`config.mk`:
```
export PLATFORM = sky130hd
export DESIGN_NAME = offchip_mem_arbiter
export DESIGN_NICKNAME = d
export VERILOG_FILES = /design/src/rtl/offchip_mem_arbiter.sv
export SDC_FILE = /design/constraint.sdc
export NUM_CORES = 1
export LEC_CHECK = 0
export CORE_AREA = 2 2 292 294
export DETAILED_ROUTE_END_ITERATION = 10
export DIE_AREA = 0 0 294 296
export SETUP_SLACK_MARGIN = 0.05
export SYNTH_ARGS = -nofsm -noshare
export SYNTH_HDL_FRONTEND = slang
export SYNTH_SLANG_ARGS = --single-unit
```
`constraint.sdc`:
```
create_clock -name clk -period 3.4 [get_ports clk]
set_input_delay 0.51 -clock clk [delete_from_list [all_inputs] [get_ports clk]]
set_output_delay 0.51 -clock clk [all_outputs]
set_load 0.1 [all_outputs]
```
`src/rtl/offchip_mem_arbiter.sv`:
```
// Round-robin arbiter sharing the off-chip line port between I-cache refill and D-cache refill/writeback.
// Optional ISSUE watchdog enabled by defining OFFCHIP_ARB_TIMEOUT_EN.
module offchip_mem_arbiter #(
    parameter int LINE_BYTES     = 16,
    parameter int ADDR_W         = 32,
    parameter int TIMEOUT_CYCLES = 64
) (
    input  logic                      clk,
    input  logic                      rst_n,
    input  logic                      ic_req,
    input  logic [ADDR_W-1:0]         ic_addr,
    output logic [LINE_BYTES*8-1:0]   ic_rdata,
    output logic                      ic_done,
    output logic                      ic_err,
    input  logic                      dc_req,
    input  logic                      dc_we,
    input  logic [ADDR_W-1:0]         dc_addr,
    input  logic [LINE_BYTES*8-1:0]   dc_wdata,
    output logic [LINE_BYTES*8-1:0]   dc_rdata,
    output logic                      dc_done,
    output logic                      dc_err,
    input  logic [LINE_BYTES*8-1:0]   offchip_mem_data,
    input  logic                      offchip_mem_ready,
    output logic                      offchip_mem_read_en,
    output logic                      offchip_mem_write_en,
    output logic [ADDR_W-1:0]         offchip_mem_addr,
    output logic [LINE_BYTES*8-1:0]   offchip_mem_wdata
);

    localparam int LINE_W = LINE_BYTES * 8;
    localparam logic [ADDR_W-1:0] ALIGN_MASK = ~(ADDR_W'(LINE_BYTES - 1));

    if ((LINE_BYTES & (LINE_BYTES - 1)) != 0 || TIMEOUT_CYCLES < 2) begin : g_bad_params
        $error("offchip_mem_arbiter: LINE_BYTES must be a power of two and TIMEOUT_CYCLES >= 2");
    end

    typedef enum logic [1:0] {
        S_IDLE    = 2'd0,
        S_ISSUE   = 2'd1,
        S_RELEASE = 2'd2
    } state_t;

    state_t state, state_nxt;

    logic              gnt_dc, gnt_dc_nxt;
    logic              gnt_wr, gnt_wr_nxt;
    logic              rr_last_dc, rr_last_dc_nxt;   // 0 = I-cache was granted last
    logic              read_en_nxt, write_en_nxt;
    logic [ADDR_W-1:0] addr_nxt;
    logic [LINE_W-1:0] wdata_nxt;
    logic [LINE_W-1:0] ic_rdata_nxt, dc_rdata_nxt;
    logic              ic_done_nxt, dc_done_nxt;
    logic              ic_err_nxt, dc_err_nxt;
    logic              pick_dc;

`ifdef OFFCHIP_ARB_TIMEOUT_EN
    localparam int CNT_W = ($clog2(TIMEOUT_CYCLES + 1) > 8) ? $clog2(TIMEOUT_CYCLES + 1) : 8;
    localparam logic [CNT_W-1:0] CNT_LAST = CNT_W'(TIMEOUT_CYCLES - 1);
    logic [CNT_W-1:0] wd_cnt, wd_cnt_nxt;
`endif

    always_ff @(posedge clk) begin
        if (!rst_n) begin
            state                <= S_IDLE;
            gnt_dc               <= 1'b0;
            gnt_wr               <= 1'b0;
            rr_last_dc           <= 1'b0;
            offchip_mem_read_en  <= 1'b0;
            offchip_mem_write_en <= 1'b0;
            offchip_mem_addr     <= '0;
            offchip_mem_wdata    <= '0;
            ic_rdata             <= '0;
            dc_rdata             <= '0;
            ic_done              <= 1'b0;
            dc_done              <= 1'b0;
            ic_err               <= 1'b0;
            dc_err               <= 1'b0;
`ifdef OFFCHIP_ARB_TIMEOUT_EN
            wd_cnt               <= '0;
`endif
        end else begin
            state                <= state_nxt;
            gnt_dc               <= gnt_dc_nxt;
            gnt_wr               <= gnt_wr_nxt;
            rr_last_dc           <= rr_last_dc_nxt;
            offchip_mem_read_en  <= read_en_nxt;
            offchip_mem_write_en <= write_en_nxt;
            offchip_mem_addr     <= addr_nxt;
            offchip_mem_wdata    <= wdata_nxt;
            ic_rdata             <= ic_rdata_nxt;
            dc_rdata             <= dc_rdata_nxt;
            ic_done              <= ic_done_nxt;
            dc_done              <= dc_done_nxt;
            ic_err               <= ic_err_nxt;
            dc_err               <= dc_err_nxt;
`ifdef OFFCHIP_ARB_TIMEOUT_EN
            wd_cnt               <= wd_cnt_nxt;
`endif
        end
    end

    always_comb begin
        state_nxt      = state;
        gnt_dc_nxt     = gnt_dc;
        gnt_wr_nxt     = gnt_wr;
        rr_last_dc_nxt = rr_last_dc;
        read_en_nxt    = offchip_mem_read_en;
        write_en_nxt   = offchip_mem_write_en;
        addr_nxt       = offchip_mem_addr;
        wdata_nxt      = offchip_mem_wdata;
        ic_rdata_nxt   = ic_rdata;
        dc_rdata_nxt   = dc_rdata;
        ic_done_nxt    = 1'b0;
        dc_done_nxt    = 1'b0;
        ic_err_nxt     = 1'b0;
        dc_err_nxt     = 1'b0;
        pick_dc        = 1'b0;
`ifdef OFFCHIP_ARB_TIMEOUT_EN
        wd_cnt_nxt     = wd_cnt;
`endif

        case (state)
            S_IDLE: begin
                if (ic_req || dc_req) begin
                    // On a tie the requester not served last wins
                    pick_dc        = dc_req && (!ic_req || !rr_last_dc);
                    gnt_dc_nxt     = pick_dc;
                    gnt_wr_nxt     = pick_dc && dc_we;
                    rr_last_dc_nxt = pick_dc;
                    addr_nxt       = (pick_dc ? dc_addr : ic_addr) & ALIGN_MASK;
                    if (pick_dc && dc_we) begin
                        wdata_nxt = dc_wdata;
                    end
                    read_en_nxt    = !(pick_dc && dc_we);
                    write_en_nxt   = pick_dc && dc_we;
                    state_nxt      = S_ISSUE;
`ifdef OFFCHIP_ARB_TIMEOUT_EN
                    wd_cnt_nxt     = '0;
`endif
                end
            end

            S_ISSUE: begin
                if (offchip_mem_ready) begin
                    read_en_nxt  = 1'b0;
                    write_en_nxt = 1'b0;
                    state_nxt    = S_RELEASE;
                    if (gnt_dc) begin
                        dc_done_nxt = 1'b1;
                        if (!gnt_wr) begin
                            dc_rdata_nxt = offchip_mem_data;
                        end
                    end else begin
                        ic_done_nxt  = 1'b1;
                        ic_rdata_nxt = offchip_mem_data;
                    end
                end
`ifdef OFFCHIP_ARB_TIMEOUT_EN
                else if (wd_cnt == CNT_LAST) begin
                    read_en_nxt  = 1'b0;
                    write_en_nxt = 1'b0;
                    state_nxt    = S_RELEASE;
                    if (gnt_dc) begin
                        dc_done_nxt = 1'b1;
                        dc_err_nxt  = 1'b1;
                        if (!gnt_wr) begin
                            dc_rdata_nxt = '0;
                        end
                    end else begin
                        ic_done_nxt  = 1'b1;
                        ic_err_nxt   = 1'b1;
                        ic_rdata_nxt = '0;
                    end
                end else begin
                    wd_cnt_nxt = wd_cnt + 1'b1;
                end
`endif
            end

            S_RELEASE: begin
                // Wait out ready so the next strobe always follows a low gap
                if (!offchip_mem_ready) begin
                    state_nxt = S_IDLE;
                end
            end

            default: begin
                state_nxt    = S_IDLE;
                read_en_nxt  = 1'b0;
                write_en_nxt = 1'b0;
            end
        endcase
    end

endmodule

```
=== After elaboration in Yosys (flattened, before gate mapping) ===
Cells that the tools add are included.

* Shift-type cells: 0
* Bitwise gates (word level): 3
* Eq/ne operators: 5
* $mul: 0
* Reduce and logical (&&, ||, !) cells: 15
* Magnitude comparators: 0
* Mux-type cells: 12
* Div/mod/pow operators: 0
* $add $sub $neg: 0

{| class="wikitable"
|+ Operator list
! kind !! number
|-
| 32-bit two-way mux || 1
|-
| 3-bit AND reduction || 5
|-
| 2-bit two-way mux || 3
|-
| 2-bit != test, second input constant || 3
|-
| 1-bit one-hot mux with 3 select lines || 2
|-
| 2-bit one-hot mux with 3 select lines || 1
|-
| 1-bit two-way mux || 5
|-
| 4-bit AND reduction || 1
|-
| 1-bit zero test || 3
|-
| 1-bit inverter || 3
|-
| 2-bit by 1-bit equality test with 1-bit output, second input constant || 1
|-
| 2-bit equality test, second input constant || 1
|-
| 1-bit logical AND || 2
|-
| 2-bit zero test || 1
|-
| 1-bit logical OR || 2
|-
| 2-bit AND reduction || 1
|}

* Bits in registers: 420
* Output and inout bits: 422
* Memories kept: 0
* RAM bits: 0
* Bits in read-only memories: 0
* Bits in latches: 0

=== Depth between registers and ports, before layout ===
* Depth in word-level cells: 7
* Depth in mapped cells: 6

=== Least setup slack after synthesis ===
Ideal clock, no wire load.

* Path type: input to register
* Start point: input port rst_n
* End point: register offchip_mem_wdata[100]
* Cell stages on the path: 6
* Data arrival time: 1,534 ps
* Required time: 3,328 ps
* Path slack: 1,794 ps
* Cell sequence: buf_2 > buf_2 > clkbuf_1 > clkbuf_1 > nand2_1 > mux2i_1

{| class="wikitable"
|+ RTL lines
! element !! line !! text
|-
| start, declared || 9 || <nowiki>input logic rst_n,</nowiki>
|-
| end signal, assigned || 89 || <nowiki>offchip_mem_wdata <= wdata_nxt;</nowiki>
|-
| end, declared || 27 || <nowiki>output logic [LINE_BYTES*8-1:0] offchip_mem_wdata</nowiki>
|}

=== Worst setup path after layout ===
* Start point: register ic_rdata[127]
* End point: output port ic_rdata[127]

{| class="wikitable"
|+ RTL lines
! element !! line !! text
|-
| start, declared || 12 || <nowiki>output logic [LINE_BYTES*8-1:0] ic_rdata,</nowiki>
|-
| start signal, assigned || 90 || <nowiki>ic_rdata <= ic_rdata_nxt;</nowiki>
|}

No word-level cell between the ends.

==> metrics.txt <==
# TYPE chip_impl_metric gauge
chip_impl_metric{name="postSynthCellCount",unit=""} 1868
chip_impl_metric{name="initial_standard_cell_utilization_of_the_core",unit="%"} 19.1
chip_impl_metric{name="timing.final.hold_violations",unit=""} 0
chip_impl_metric{name="dp_hpwl",unit="µm"} 44100
chip_impl_metric{name="utilization_after_layout",unit="%"} 31.1
chip_impl_metric{name="multi_input_area",unit="µm²"} 6940
chip_impl_metric{name="part_of_the_power_in_registers",unit="%"} 37.4
chip_impl_metric{name="layout_min_cycle_time",unit="ns"} 2.65
chip_impl_metric{name="core_area",unit="µm²"} 84200
chip_impl_metric{name="dp_cells",unit=""} 3584
chip_impl_info{name="path_cells",value="clkdlybuf4s50_1"} 1
chip_impl_metric{name="number_of_setup_violations_in_the_final_report",unit=""} 0
chip_impl_metric{name="wire_length_of_the_first_global_routing_pass",unit="µm"} 87800
chip_impl_metric{name="leakagePower",unit="nW"} 9.27
chip_impl_metric{name="critical_path_required",unit="ns"} 2.89
chip_impl_info{name="start_kind",value="register"} 1
chip_impl_metric{name="post_cts_resized",unit=""} 0
chip_impl_metric{name="tritoncts.num_buffers",unit=""} 51
chip_impl_metric{name="boundaryPins",unit=""} 748
chip_impl_metric{name="intPower",unit="mW"} 9.42
chip_impl_metric{name="switching_share",unit="%"} 33.2
chip_impl_metric{name="slew_headroom",unit="%"} 28.6
chip_impl_metric{name="yosys_warnings",unit=""} 0
chip_impl_metric{name="grt_usage",unit="%"} 13.1
chip_impl_metric{name="dieArea",unit="µm²"} 87000
chip_impl_metric{name="cap_viol_max_count",unit=""} 0
chip_impl_metric{name="maxSlewViolCount",unit=""} 0
chip_impl_metric{name="timing.final.crit_share",unit="%"} 78.0
chip_impl_metric{name="drtPass1Iterations",unit=""} 5
chip_impl_metric{name="gp_routability_congestion",unit=""} 0.802
chip_impl_metric{name="final_antenna_net_count",unit=""} 0
chip_impl_info{name="grt_setup_unrepaired",value="no"} 1
chip_impl_metric{name="critical_path_peak_fanout",unit=""} 2
chip_impl_metric{name="grt_start_max_net_pins",unit=""} 141
chip_impl_metric{name="number_of_vias_per_cell",unit=""} 4.02
chip_impl_metric{name="regArea",unit="µm²"} 8410
chip_impl_metric{name="drt-initial-drc-count",unit=""} 546
chip_impl_metric{name="cp_data_arrival_time",unit="ns"} 2.14
chip_impl_metric{name="synth.yosys.seq_area_share",unit="%"} 52.3
chip_impl_metric{name="vias",unit=""} 14800
chip_impl_metric{name="p_sw",unit="mW"} 4.68
chip_impl_metric{name="ys_seq_elements",unit=""} 420
chip_impl_metric{name="worst-slew-pin-transition",unit="ns"} 1.07
chip_impl_metric{name="fmax",unit="GHz"} 0.377
chip_impl_metric{name="instances_no_fill",unit=""} 3681
chip_impl_metric{name="fill_cells",unit=""} 8784
chip_impl_metric{name="floorplan.die.width",unit="µm"} 294
chip_impl_metric{name="power.density",unit="nW/µm²"} 538
chip_impl_metric{name="post_synth_num_cell_types",unit=""} 30
chip_impl_metric{name="grt_overflow",unit=""} 0
chip_impl_metric{name="synth_area",unit="µm²"} 16100
chip_impl_metric{name="pre_cts_slack",unit="ns"} 0.841
chip_impl_metric{name="via_count_of_the_first_global_routing_pass",unit=""} 14100
chip_impl_metric{name="cpPeakStageDelay",unit="ns"} 1.16
chip_impl_metric{name="routedWlPerCell",unit="µm"} 16.5
chip_impl_info{name="timing.critical_path.max_delay_family",value="buffers and inverters"} 1
chip_impl_metric{name="tns",unit="ns"} 0
chip_impl_metric{name="synth-edff-count",unit=""} 0
chip_impl_metric{name="number_of_nets_at_the_end_of_the_flow",unit=""} 2873
chip_impl_info{name="timing_worst_setup_path_type",value="reg -> out"} 1
chip_impl_metric{name="clock_sink_count",unit=""} 420
chip_impl_info{name="synth_ff_type",value="dfxtp_1"} 1
chip_impl_info{name="cts_root_buf",value="clkbuf_16"} 1
chip_impl_info{name="master_of_the_slowest_instance_on_the_critical_path",value="clkdlybuf4s50_1"} 1
chip_impl_metric{name="skew",unit="ns"} 0.0325
chip_impl_metric{name="postSynth.asyncResetShare",unit="%"} 0
chip_impl_metric{name="worst_hold_slack",unit="ns"} 0.451
chip_impl_info{name="tritoncts_clock_tree",value="yes"} 1
chip_impl_metric{name="insertion_delay",unit="ns"} 0.59
chip_impl_metric{name="syn2layout_area_growth",unit="%"} 63.0
chip_impl_metric{name="rows",unit=""} 107
chip_impl_metric{name="residual_drc",unit=""} 0
chip_impl_metric{name="cts-root-to-sink-buffers",unit=""} 3
chip_impl_metric{name="syn_area_per_cell",unit="µm²"} 8.61
chip_impl_metric{name="grt_antenna_before_repair",unit=""} 3
chip_impl_metric{name="wirelength",unit="µm"} 60900
chip_impl_metric{name="portBuffers",unit=""} 733
chip_impl_metric{name="worst_path_setup_slack_after_routing",unit="ns"} 0.748
chip_impl_metric{name="postCtsSetupBuffers",unit=""} 0
chip_impl_metric{name="cp.buffers_inverters",unit=""} 1
chip_impl_metric{name="cts_hold_buf",unit=""} 0
chip_impl_metric{name="h-tree-depth",unit=""} 2
chip_impl_metric{name="layout-drive-gt1-share",unit="%"} 5.68
chip_impl_metric{name="die-height",unit="µm"} 296
chip_impl_metric{name="vdd.ir_drop.worst",unit="mV"} 0.440
chip_impl_metric{name="p_clk_share",unit="%"} 39.2
chip_impl_metric{name="clk_pin_slew_worst_paths",unit="ns"} 0.05
chip_impl_metric{name="r2r_slack",unit="ns"} 1.50
chip_impl_info{name="min_path_type",value="reg -> reg"} 1
chip_impl_info{name="timing.critical_path.to_type",value="output port"} 1
chip_impl_info{name="run_status",value="finished clean"} 1
chip_impl_metric{name="comb_power_share",unit="%"} 23.5
==> synthesized netlist by cell type, types with 2 or more instances <==
library cell  number  share of area, %
mux2i_1          256                16
a21oi_1          158               4.9
nor2_1             7              0.16
a311oi_1          28               1.5
o21a_1             3              0.14
buf_1              4             0.093
buf_2             43               1.3
clkbuf_1          74               1.7
buf_6             11              0.77
nand2_1          825                19
dfxtp_1          420                52
or2_2              2             0.078
buf_4             20              0.93
==> cell families after synthesis <==
logic type / after synthesis / share of synthesized area [%]
simple gates: 841 / 19.9
flops: 420 / 52.3
mux: 256 / 15.9
compound gates: 196 / 6.96
buf+inv: 153 / 4.89
xor+xnor: 1 / 0.0545
other cells: 1 / 0.0233
==> path summary, 6_finish.rpt <==
kind / from / end / depth (start not counted)
max: ic_rdata[127]$_SDFFE_PN0P_ / ic_rdata[127] / 1
min: ic_rdata[49]$_SDFFE_PN0P_ / ic_rdata[49]$_SDFFE_PN0P_ / 2
max reg2reg: state[0]$_SDFFE_PN0P_ / offchip_mem_wdata[50]$_SDFFE_PN0P_ / 4
min reg2reg: ic_rdata[49]$_SDFFE_PN0P_ / ic_rdata[49]$_SDFFE_PN0P_ / 2
==> metrics by stage <==
stage	power [mW]	cell area [µm²]
2_1_floorplan	7.61	16100
3_3_place_gp	8.69	24500
3_5_place_dp	8.70	24500
4_1_cts	14.3	26200
5_1_grt	14.6	26200
6_report	14.1	26200
==> power by group through the flow <==
| stage | Combinational [mW] | Clock, mW | Sequential (mW) |
|---|---|---|---|
| 2_1_floorplan | 0.679 | 0 | 6.93 |
| 3_3_place_gp | 3.32 | 0 | 5.36 |
| 3_5_place_dp | 3.33 | 0 | 5.37 |
| 4_1_cts | 3.33 | 5.72 | 5.27 |
| 5_1_grt | 3.45 | 5.90 | 5.29 |
| 6_report | 3.31 | 5.52 | 5.27 |
==> layer usage <==
metal  global-route usage, %  wire length [µm]
met1                    15.1             24400
met2                    22.4             29700
met3                    4.53              5090
met4                    4.54              1670
met5                       0                10
==> registers in the layout, summed over array words and instances, names as in the netlist <==
| name | count |
|---|---|
| offchip_mem_addr | 28 |
| offchip_mem_read_en | 1 |
| ic_rdata | 128 |
| state | 2 |
| offchip_mem_write_en | 1 |
| offchip_mem_wdata | 128 |
| ic_done | 1 |
| gnt_wr | 1 |
| dc_rdata | 128 |
| rr_last_dc | 1 |
| dc_done | 1 |
==> final cells by class <==
class,instances,share of cell area [%]
tap,1090,5.20
sequential,420,32.1
clock buffer,76,5.64
multi-input combinational,1300,26.5
antenna,3,0.0286
inverter,1,0.0334
clock inverter,18,0.826
timing repair buffer,773,29.7
==> cell usage in the layout, fill, tap and decap left out, drive strengths merged <==
cell	count
o211a	1
conb	6
a311oi	28
and4bb	1
clkbuf	76
nor3b	1
and4	1
bufinv	4
clkinv	8
a21boi	2
nor2	7
a21oi	158
o21ai	1
nand2	825
mux2i	256
dfxtp	420
o21a	3
xor2	1
buf	56
a311o	1
inv	4
diode	3
nand4b	1
and3	1
clkinvlp	3
a21bo	1
clkdlybuf4s50	717
o211ai	1
nand4bb	1
or2	2
nor3	1
Note: power is estimated with default switching activity, not from simulation.
